### src/rtl/avr_intc.sv
// AVR-style 8-line interrupt controller: synchronised rising-edge detection,
// fixed-priority dispatch (bit 0 highest), and a MASK/PEND/EOI/STAT register window.
module avr_intc #(
  parameter logic [15:0] BASE = 16'h0020
) (
  input  logic        clock,
  input  logic        reset,
  input  logic [7:0]  irq,
  input  logic [15:0] address,
  input  logic [7:0]  wdata,
  input  logic        we,
  output logic [7:0]  rdata,
  output logic        intr,
  output logic [2:0]  vect
);

  typedef enum logic {
    IDLE    = 1'b0,
    SERVICE = 1'b1
  } state_t;

  state_t      state;
  state_t      state_next;
  logic [7:0]  sync1;
  logic [7:0]  sync2;
  logic [7:0]  prev;
  logic [7:0]  mask;
  logic [7:0]  pend;
  logic [7:0]  edges;
  logic [7:0]  req;
  logic [7:0]  pend_next;
  logic [7:0]  rdata_next;
  logic [15:0] offset;
  logic        hit;
  logic        wr_mask;
  logic        wr_pend;
  logic        wr_eoi;
  logic        dispatch;
  logic [2:0]  sel;

  // Offset wraps for addresses below BASE, so only BASE..BASE+3 give a zero upper part.
  assign offset  = address - BASE;
  assign hit     = (offset[15:2] == 14'd0);
  assign wr_mask = we & hit & (offset[1:0] == 2'd0);
  assign wr_pend = we & hit & (offset[1:0] == 2'd1);
  assign wr_eoi  = we & hit & (offset[1:0] == 2'd2);

  assign edges = sync2 & ~prev;
  assign req   = pend & mask;

  always_comb begin
    sel = 3'd0;
    for (int i = 7; i >= 0; i--) begin
      if (req[i]) sel = 3'(i);
    end
  end

  always_comb begin
    state_next = state;
    dispatch   = 1'b0;
    case (state)
      IDLE: begin
        if (|req) begin
          dispatch   = 1'b1;
          state_next = SERVICE;
        end
      end
      SERVICE: begin
        if (wr_eoi) state_next = IDLE;
      end
      default: state_next = IDLE;
    endcase
  end

  // A newly detected edge is OR-ed in last so it beats both dispatch and write-1-clear.
  always_comb begin
    pend_next = pend;
    if (dispatch) pend_next[sel] = 1'b0;
    if (wr_pend)  pend_next = pend_next & ~wdata;
    pend_next = pend_next | edges;
  end

  always_comb begin
    rdata_next = 8'h00;
    if (hit) begin
      case (offset[1:0])
        2'd0:    rdata_next = mask;
        2'd1:    rdata_next = pend;
        2'd3:    rdata_next = {(state == SERVICE), 4'b0000, vect};
        default: rdata_next = 8'h00;
      endcase
    end
  end

  always_ff @(posedge clock or posedge reset) begin
    if (reset) begin
      sync1 <= 8'h00;
      sync2 <= 8'h00;
      prev  <= 8'h00;
    end else begin
      sync1 <= irq;
      sync2 <= sync1;
      prev  <= sync2;
    end
  end

  always_ff @(posedge clock or posedge reset) begin
    if (reset) state <= IDLE;
    else       state <= state_next;
  end

  always_ff @(posedge clock or posedge reset) begin
    if (reset) begin
      mask  <= 8'h00;
      pend  <= 8'h00;
      rdata <= 8'h00;
      intr  <= 1'b0;
      vect  <= 3'd0;
    end else begin
      if (wr_mask) mask <= wdata;
      pend  <= pend_next;
      rdata <= rdata_next;
      intr  <= dispatch;
      if (dispatch) vect <= sel;
    end
  end

endmodule

### config.mk
export PLATFORM = sky130hd
export DESIGN_NAME = avr_intc
export DESIGN_NICKNAME = d
export VERILOG_FILES = /design/src/rtl/avr_intc.sv
export SDC_FILE = /design/constraint.sdc
export NUM_CORES = 1
export LEC_CHECK = 0
export ABC_AREA = 0
export CORE_MARGIN = 2
export CORE_UTILIZATION = 50
export DETAILED_ROUTE_END_ITERATION = 10
export MAX_ROUTING_LAYER = met4
export PLACE_DENSITY = 0.79
export RECOVER_POWER = 25
export SLEW_MARGIN = 10
export SYNTH_ARGS = -nofsm -noshare
export SYNTH_HDL_FRONTEND = slang
export SYNTH_SLANG_ARGS = --single-unit
### constraint.sdc
create_clock -name clock -period 2 [get_ports clock]
set_input_delay 0.6 -clock clock [delete_from_list [all_inputs] [get_ports clock]]
set_output_delay 0.6 -clock clock [all_outputs]
set_load 0.005 [all_outputs]
# ---- After elaboration in Yosys (flattened, before gate mapping)
# Index checks and enable logic that the tools add are counted.
dict set report word_totals {
  reg_bits 53
  output_inout_bits 12
  word_cells 50
}
dict set report classes {
  eq_ne 3
  reduce_logical 4
  muxes 18
  addsub 1
  n_lt_le_gt_ge 2
  bitwise_logic 13
}
# op count
set ops {}
lappend ops {{$and 8x8->8} 4}
lappend ops {{$mux 3} 8}
lappend ops {{$mux 8} 3}
lappend ops {{$not 8->8} 3}
lappend ops {{$pmux 8 s3} 1}
lappend ops {{$sub 16x6->16 const B} 1}
lappend ops {{$logic_not 14->1} 1}
lappend ops {{$or 8x8->8} 1}
lappend ops {{$reduce_or 8->1} 1}
lappend ops {{$and 1x1->1} 4}
lappend ops {{$eq 2x2->1 const B} 2}
lappend ops {{$lt 3x4->1 const B} 1}
lappend ops {{$mux 1} 4}
lappend ops {{$demux 1 s3} 1}
lappend ops {{$ge 3x1->1 const B} 1}
lappend ops {{$eq 2x1->1 const B} 1}
lappend ops {{$logic_not 2->1} 1}
lappend ops {{$pmux 1 s2} 1}
lappend ops {{$logic_and 1x1->1} 1}
lappend ops {{$not 1->1} 1}

# ---- Logic depth before layout (Yosys ltp)
# Gate-level depths: netlist of run 1.
dict set report depth {
  ltp_word 19
  mapped_depth 8
  ltp_nobuf 7
}

# ---- Worst setup path before layout of run 1
# No wires, ideal clock.
dict set report synth_timing {
  path_type {input port to flip-flop}
  from {input port address[3]}
  to {register mask[0]}
  path_stages 6
  setup_time_ns 0.125
  required_ns 1.875
  setup_slack_ns -0.073
  arrival_time_ns 1.948
  path_cell_list {nor4_1 > nand4_1 > nor3_2 > and4bb_1 > buf_6 > mux2_4}
}
dict set report synth_via {
  elab_chain_len 4
}
# item line_no
set synth_rtl {}
lappend synth_rtl {{from (decl)} 9} ;# input logic [15:0] address,
lappend synth_rtl {{$sub 16x6->16} 42} ;# assign offset = address - BASE;
lappend synth_rtl {{$logic_not 14->1} 43} ;# assign hit = (offset[15:2] == 14'd0);
lappend synth_rtl {{$and 1x1->1 (2 in a row)} 44} ;# assign wr_mask = we & hit & (offset[1:0] == 2'd0);
lappend synth_rtl {{to (signal assigned)} 120} ;# if (wr_mask) mask <= wdata;
lappend synth_rtl {{to (decl)} 27} ;# logic [7:0] mask;
# No other way between the ends.
# A chain may end at the register's enable or synchronous reset.

# ---- Worst setup path after layout of run 1
dict set report layout_timing {
  from {input port address[4]}
  to {register pend[2]}
}
dict set report layout_via {
  elab_chain_len 6
}
# item line_no
set layout_rtl {}
lappend layout_rtl {{$sub 16x6->16} 42}
lappend layout_rtl {{$logic_not 14->1} 43}
lappend layout_rtl {{$and 1x1->1 (2 in a row)} 45} ;# assign wr_pend = we & hit & (offset[1:0] == 2'd1);
lappend layout_rtl {{$mux 8} 79} ;# if (wr_pend) pend_next = pend_next & ~wdata;
lappend layout_rtl {{$or 8x8->8} 80} ;# pend_next = pend_next | edges;
lappend layout_rtl {{via pend_next[2]} 31} ;# logic [7:0] pend_next;
lappend layout_rtl {{to (signal assigned)} 121} ;# pend <= pend_next;
lappend layout_rtl {{to (decl)} 28} ;# logic [7:0] pend;
# The timed path passes the listed nets, and every way through them passes these cells.

==> results of run 1 <==
==> cell type report <==
class / count / area [um^2]
clock buffer: 7 / 76.3
clock inverter: 1 / 7.51
fill: 285 / 1230
inverter: 11 / 41.3
multi-input combinational: 100 / 797
sequential: 53 / 1330
tap: 50 / 62.6
timing repair buffer: 60 / 547
==> stage by stage <==
stage | worst slack, ns | utilization | cell area (um^2) | setup TNS, ns | instances
floorplan | -0.00566 | - | 2170 | -0.0453 | 170
global placement | -0.646 | 0.671 | 2740 | -13.41 | 268
detailed placement | -0.768 | 0.671 | 2740 | -16.19 | 268
CTS | 0.00285 | 0.706 | 2880 | 0 | 281
global route | -0.0000846 | 0.699 | 2860 | -0.0000846 | 282
finish | 0.0626 | 0.699 | 2860 | 0 | 282
==> registers in the layout, indices dropped and copies added, names as in the netlist <==
register  flops
mask          8
pend          8
prev          8
rdata         8
sync1         8
sync2         8
vect          3
intr          1
state         1
==> per-layer routing <==
metal  track usage  wire, um
met1         0.249      1880
met2         0.326      2360
met3        0.0392       186
met4        0.0812        68
met5             -         0
==> power by group through the flow <==
stage                     Sequential [uW]  Clock, uW  Combinational [uW]
after global routing                 1120        636                 166
after detailed placement             1130          0                 162
final                                1110        571                 152
after CTS                            1110        587                 161
after global placement               1130          0                 156
after floorplan                      1130          0                64.3
==> logic make-up (layout without fill, tap and decap cells) <==
logic type,after synthesis,count (layout),share of synthesized area
AOI/OAI and AO/OA,26,26,0.0943
xor gates and xnor gates,2,2,0.0116
buffers and inverters,17,79,0.0376
muxes,17,17,0.0978
adders and majority gates,1,1,0.00579
and+or+nand+nor,54,54,0.139
DFF,53,53,0.613
==> worst max-delay path, cell delays in order <==
cell           delay (ns)
dlygate4sd2_1        0.24
nor4_2               0.15
nand4_1              0.17
buf_4                0.19
nor4_4               0.29
buf_6                0.19
nand2_1              0.07
a31o_2               0.24
==> synth_stat cells, drive strengths merged <==
library cell / n
xnor2: 1
or3: 1
and4bb: 1
a32o: 4
nand3: 1
a31oi: 4
nor2b: 2
nor2: 17
a21o: 2
nand2: 14
a31o: 2
nor4: 5
a22o: 2
o21ai: 3
o22ai: 1
nand4: 1
buf: 1
mux2: 9
ha: 1
nand4b: 1
and2: 1
nor3: 5
clkbuf: 5
xor2: 1
and3: 1
nand2b: 2
a22oi: 1
a221o: 2
mux2i: 8
dfrtp: 53
nand3b: 1
a21oi: 1
a32oi: 2
and4b: 1
o22a: 2
inv: 11
==> final timing paths <==
check | startpoint | endpoint | slack, ns | cells after the start
max in group asynchronous | reset | vect[0] | 0.34 | 3
setup reg to reg | mask[0] | pend[5] | 0.16 | 6
setup / recovery | address[4] | pend[2] | 0.06 | 8
hold / removal | sync1[7] | sync2[7] | 0.35 | 0
min in group asynchronous | reset | sync1[5] | 0.43 | 2
hold reg to reg | sync1[7] | sync2[7] | 0.35 | 0
==> timing repair <==
item	CTS	global route
setup buffers	5	2
endpoints found under the hold margin	0	0
pin swaps	10	14
hold buffers	0	0
resized for setup	32	15
endpoints found under the setup margin	25	19
==> impl.org, run 1 <==
** Die
- # IOs :: 47
- Count of standard-cell rows :: 23
- Height of the chip :: 69.8 um
- The floorplan step set the die width to 69.8 um.
- After floorplanning, the core was sized to cover 4090 um^2.
- Effective utilization at floorplan :: 0.529
- The die covers 4870 um^2.

** Cells and area
- 0 antenna diodes ended up in the layout.
- The top cell types in the final layout, fill and taps aside, are 53 x dfrtp_1, 24 x clkdlybuf4s50_1, 17 x nor2_1.
- The net count of the finished layout is 267.
- In the final layout, the share of cells above drive strength 1 is 0.224.
- Leaving out fill and tap cells, the most frequent cell in the layout is dfrtp_1.
- Area overhead of the layout relative to synthesis :: 32.2%

** Power
- The share of total power dissipated in combinational logic is 0.083.
- Across the VDD grid, the largest voltage drop is 0.496 mV.
- In this run the power density over the cells is 643 nW/um^2.
- The share of total power dissipated in the clock network is 0.311.
- Internal power comes to 1430 uW.
- Switching component of the power :: 411 uW
- In this run the static leakage power is 0.00128 uW.
- Summing internal, switching and leakage power gives 1840 uW.
- Net switching fraction of the power :: 0.224
- The share of total power dissipated in sequential elements is 0.606.

** Routing
- Total iterations of the first detailed-routing run :: 4
- Dividing the detail-routed via count by the number of cells gives 5.46.
- Number of antenna-violating nets in the routed design :: 0
- Total number of vias :: 1541
- Average wire length per cell after detail routing :: 16.0 um
- The detailed router finished its first iteration with 137 violations.
- Total routed wirelength :: 4.50 mm
- In the routed design, unresolved DRC markers number 0.

** Logic synthesis
- Of the post-synthesis cell area, the dominant cell type holds 0.613.
- Avg Inst Size Synth :: 12.7 um^2
- After synthesis the cells add up to 2160 um^2.
- Net count after synthesis :: 206
- During synthesis, Yosys emitted a total of 0 warnings.
- Ranked by total cell area, the synthesized netlist is headed by dfrtp_1 61%, mux2_4 5.6%, mux2i_1 3.7%.
- Share of the yosys chip area belonging to registers :: 0.613
- Cell taking the most area after synthesis :: dfrtp_1
- Synthesis inferred 53 register bits.
- Library cells used by synthesis :: 40
- Synthesis produced 170 cells.

** STA
- Number of failing hold endpoints at the final stage :: 0
- Transition at the pin with the smallest max-transition slack :: 1.10 ns
- Count of final max-slew check failures :: 0
- Fin crit share :: 0.969
- Worst relative slew slack :: 0.270
- Timing would allow up to 516 MHz.
- Across all hold checks on the routed design, the worst slack comes to 0.350 ns.
- Setup violations remaining at the end of the flow were counted as 0.
- Min Tclk post-route :: 1.94 ns
- Post-Route Skew :: 0.00521 ns

** Critical path
- The worst setup path is launched from a primary input.
- Element type at the critical path end :: flop
- By startpoint and endpoint, the worst setup path is classified as primary input to flop.
- Data on the critical path is required at its endpoint by 2.19 ns.
- Arr. time, crit path :: 2.13 ns
- Of all nets on the critical path, the largest fanout is 8.

** Clock network
- TritonCTS built the clock tree.
- Total number of clock tree sinks :: 53
- Buffers from clock root to sink, at most :: 2
- Total CTS buffers :: 5
- Clock-pin slew was measured on the worst setup and hold paths at 0.09 ns.
- H-Tree Depth :: 2
- The later pin in the worst-skew pair is clocked with a latency of 0.30 ns.
- Clock root buffer :: clkbuf_8

** Global route
- The number of global-route vias before repair is 1597.
- Antenna violations before repair :: 0
- Summed over all layers, the global routing overflow is 0.
- Entering global routing, the biggest net connects 53 pins.
- The first global-routing pass estimated 7.52 mm of wire.
- All-layer global routing usage :: 0.201

** Hold path
- The min-delay analysis places its worst path in the category flop to flop.

** Placed design
- RD Place Congestion :: 0.868
- The HPWL after detailed placement is 3.18 mm.
- During placement, the flow inserted port buffers numbering 46.

** Job
- Maximum capacitance violations :: 0

** Outcome
- The run finished with clean final reports.
(Power assumes the default switching activity.)
==> run 2, diff against run 1 <==
--- a/config.mk
+++ b/config.mk
@@ -12,6 +12,7 @@
 export MAX_ROUTING_LAYER = met4
 export PLACE_DENSITY = 0.79
 export RECOVER_POWER = 25
+export REMOVE_ABC_BUFFERS = 1
 export SLEW_MARGIN = 10
 export SYNTH_ARGS = -nofsm -noshare
 export SYNTH_HDL_FRONTEND = slang
==> constraint.sdc (replaced) <==
create_clock -name clock -period 2.2 [get_ports clock]
set_input_delay 0.66 -clock clock [delete_from_list [all_inputs] [get_ports clock]]
set_output_delay 0.66 -clock clock [all_outputs]
set_load 0.005 [all_outputs]
==> impl.org, run 2 (same netlist as run 1, synthesis figures left out) <==
** STA
- The worst slew margin relative to its limit was 0.170 (-0.100).
- Max Fclk :: 463 MHz
- The accumulated negative setup slack is 0 ns (unchanged).
- The count of final hold-check violations came to 0 (unchanged).
- The maximum clock skew at final layout is 0.0141 ns (+0.00892 ns).
- Min Tclk post-route :: 2.16 ns
- Count of final max-slew check failures :: 0 (unchanged)
- Worst hold margin :: 0.359 ns (+0.00980 ns)
- Transition at the pin with the smallest max-transition slack :: 1.25 ns (+0.150 ns)
- Fin crit share :: 0.981
- Final setup violating endpoints :: 0 (unchanged)

** Clock network
- The source-to-sink clock delay at the later pin of the worst-skew pair is 0.31 ns (about the same).
- H-Tree Depth :: 2 (unchanged)
- Total number of clock tree sinks :: 53 (unchanged)
- Buffers from clock root to sink, at most :: 2 (unchanged)
- Hold bufs inserted after CTS :: 0 (unchanged)
- CTS placed an instance of clkbuf_8 at the clock tree root.
- TritonCTS built the clock tree.
- Clock slew seen by the registers of the worst setup and hold paths :: 0.09 ns (about the same)
- The clock buffer count from CTS was 5 (unchanged).

** Global route
- Antenna violations before repair :: 0 (unchanged)
- First-pass GRT wire length :: 7.72 mm (+2.7%)
- The number of global-route vias before repair was 1648 (+3.2%).
- All-layer global routing usage :: 0.209 (+0.00777)
- The maximum number of pins on one net before global-route repair is 54 (+1.9%).
- The total grt overflow is 0 (unchanged).

** Cells and area
- Count of placed standard cells in the final layout, fillers left out :: 284 (+0.71%)
- The number of nets in the finished design came to 269 (+0.75%).
- Proportion of layout cells with a drive suffix above 1 :: 0.201 (-0.0233)
- Reg area :: 1330 um^2 (unchanged)
- Area overhead of the layout relative to synthesis :: 35.8%
- Core Util, Final :: 0.719 (+0.0193)
- Count of antenna diodes in the layout :: 0 (unchanged)
- The area of the multi-input gates was 785 um^2 (-1.6%).
- The library cells used most frequently in the layout, excluding fill and tap cells, are 53 x dfrtp_1, 29 x clkdlybuf4s50_1, 17 x nor2_1.
- The library cell used most frequently in the layout, excluding fill and tap cells, is dfrtp_1.
- Filler instances :: 279 (-2.1%)

** Routing
- Total routed wirelength :: 4.65 mm (+3.2%)
- Average wire length per cell after detail routing :: 16.4 um (+2.5%)
- The number of detailed-route iterations in the first pass was 4 (unchanged).
- The number of nets with antenna violations after detailed routing is 0 (unchanged).
- Post-detailed-route via-to-cell ratio :: 5.46 (about the same)
- The DRC violation count after routing is 0 (unchanged).
- The count of routing violations after the opening detailed-route iteration is 89 (-35%).
- The via count of the routed design is 1552 (+0.71%).

** Critical path
- Worst-path cell chain :: clkdlybuf4s50_1 > nor4_2 > nand2_1 > nor3_2 > and4bb_1 > buf_12 > mux2_4
- The highest cell delay on the worst timing path came to 0.41 ns (+0.12 ns).
- The count of buffer and inverter cells on the critical path is 2 (-1).
- The cell family contributing the most delay on the critical path is simple AND/OR/NAND/NOR gates.
- Critical-path cell with the highest stage delay :: clkdlybuf4s50_1
- The worst setup path is captured at a flop.
- Worst EP required :: 2.40 ns (+0.21 ns)
- Register-to-Register Setup Slack :: 0.29 ns (+0.13 ns)
- The data arrival at the endpoint of the critical path is 2.36 ns (+0.23 ns).
- Top fanout value on the critical path :: 8 (unchanged)
- The worst setup path is launched from a primary input.
- Critical Setup Path Class :: primary input to flop

** Placed design
- The cell count after placement came to 271 (+1.1%).
- I/O Buffers :: 46 (unchanged)
- RD Place Congestion :: 0.880 (+1.3%)
- The total half-perimeter wirelength after legalization and detailed placement came to 3.28 mm (+3.0%).

** Die
- # IOs :: 47 (unchanged)
- The floorplan die width is 69.8 um (unchanged).
- Count of standard-cell rows :: 23 (unchanged)
- The initial cell density of the core came to 0.529 (unchanged).
- Height of the chip :: 69.8 um (unchanged)
- The area of the die was 4870 um^2 (unchanged).
- Area inside the core boundary :: 4090 um^2 (unchanged)

** Power
- The total power divided by cell area is 620 nW/um^2 (-3.6%).
- The peak supply drop is 0.727 mV (+47%).
- Cell leakage power :: 0.00132 uW (+3.3%)
- The post-layout total power was 1820 uW (-0.90%).

** Hold path
- The tightest min-delay check is of the flop to flop type.

** Job
- The count of max-cap constraint violations is 0 (unchanged).

** Outcome
- Result of the run :: finished, final reports clean
-- run 2: worst paths after layout --
check | from | end | cells after the start
setup / recovery | address[13] | mask[5] | 7
hold / removal | sync1[2] | sync2[2] | 0
setup reg to reg | mask[0] | pend[3] | 5
hold reg to reg | sync1[2] | sync2[2] | 0
max in group asynchronous | reset | sync1[0] | 3
min in group asynchronous | reset | sync1[6] | 3
-- run 2: metal layers --
metal  vias to the layer above  track usage  part of all wire
li1                        722            -                 -
met2                        59        0.357              0.52
met3                        11       0.0567             0.056
met4                         0       0.0748             0.023
met1                       760        0.236              0.40
met5                         -            -                 0
-- run 2: what timing repair did --
item / in CTS / in global routing
resized for setup: 11 / 13
pin swaps: 8 / 14
buffers inserted: 4 / 1
endpoints found under the setup margin: 24 / 17
-- run 2: worst register-to-register path, delay by kind of cell (launching register included) --
kind / cells / cell delay [ns]
compound gates: 3 / 1.01
flops: 1 / 0.43
simple gates: 2 / 0.36
-- run 2: power breakdown --
part	total [uW]	switching, uW	leakage [uW]	internal [uW]
clock	662	321	0.0000585	341
combinational	145	65.0	0.000622	80.3
sequential	1010	14.3	0.000643	999
total	1820	400	0.00132	1420
-- run 2: area by class of cell --
| cell class | instances | area share |
|---|---|---|
| sequential | 53 | 0.452 |
| multi-input combinational | 100 | 0.267 |
| timing repair buffer | 62 | 0.207 |
| clock buffer | 5 | 0.0234 |
| tap | 50 | 0.0213 |
| clock inverter | 3 | 0.0149 |
| inverter | 11 | 0.0141 |
-- run 2: through the flow --
stage / worst slack (ns) / cell area, um^2
after global routing: -0.00846 / 2940
after floorplan: -0.0839 / 2120
after global placement: -0.418 / 2750
after CTS: 0.00853 / 2910
after detailed placement: -0.577 / 2750
final: 0.0411 / 2940
==> run 3, diff against run 2 <==
--- a/config.mk
+++ b/config.mk
@@ -13,7 +13,7 @@
 export PLACE_DENSITY = 0.79
 export RECOVER_POWER = 25
 export REMOVE_ABC_BUFFERS = 1
-export SLEW_MARGIN = 10
+export SLEW_MARGIN = 30
 export SYNTH_ARGS = -nofsm -noshare
 export SYNTH_HDL_FRONTEND = slang
 export SYNTH_SLANG_ARGS = --single-unit
==> results of run 3 <==
The final DEF is identical to that of run 2; final timing and power are the same.
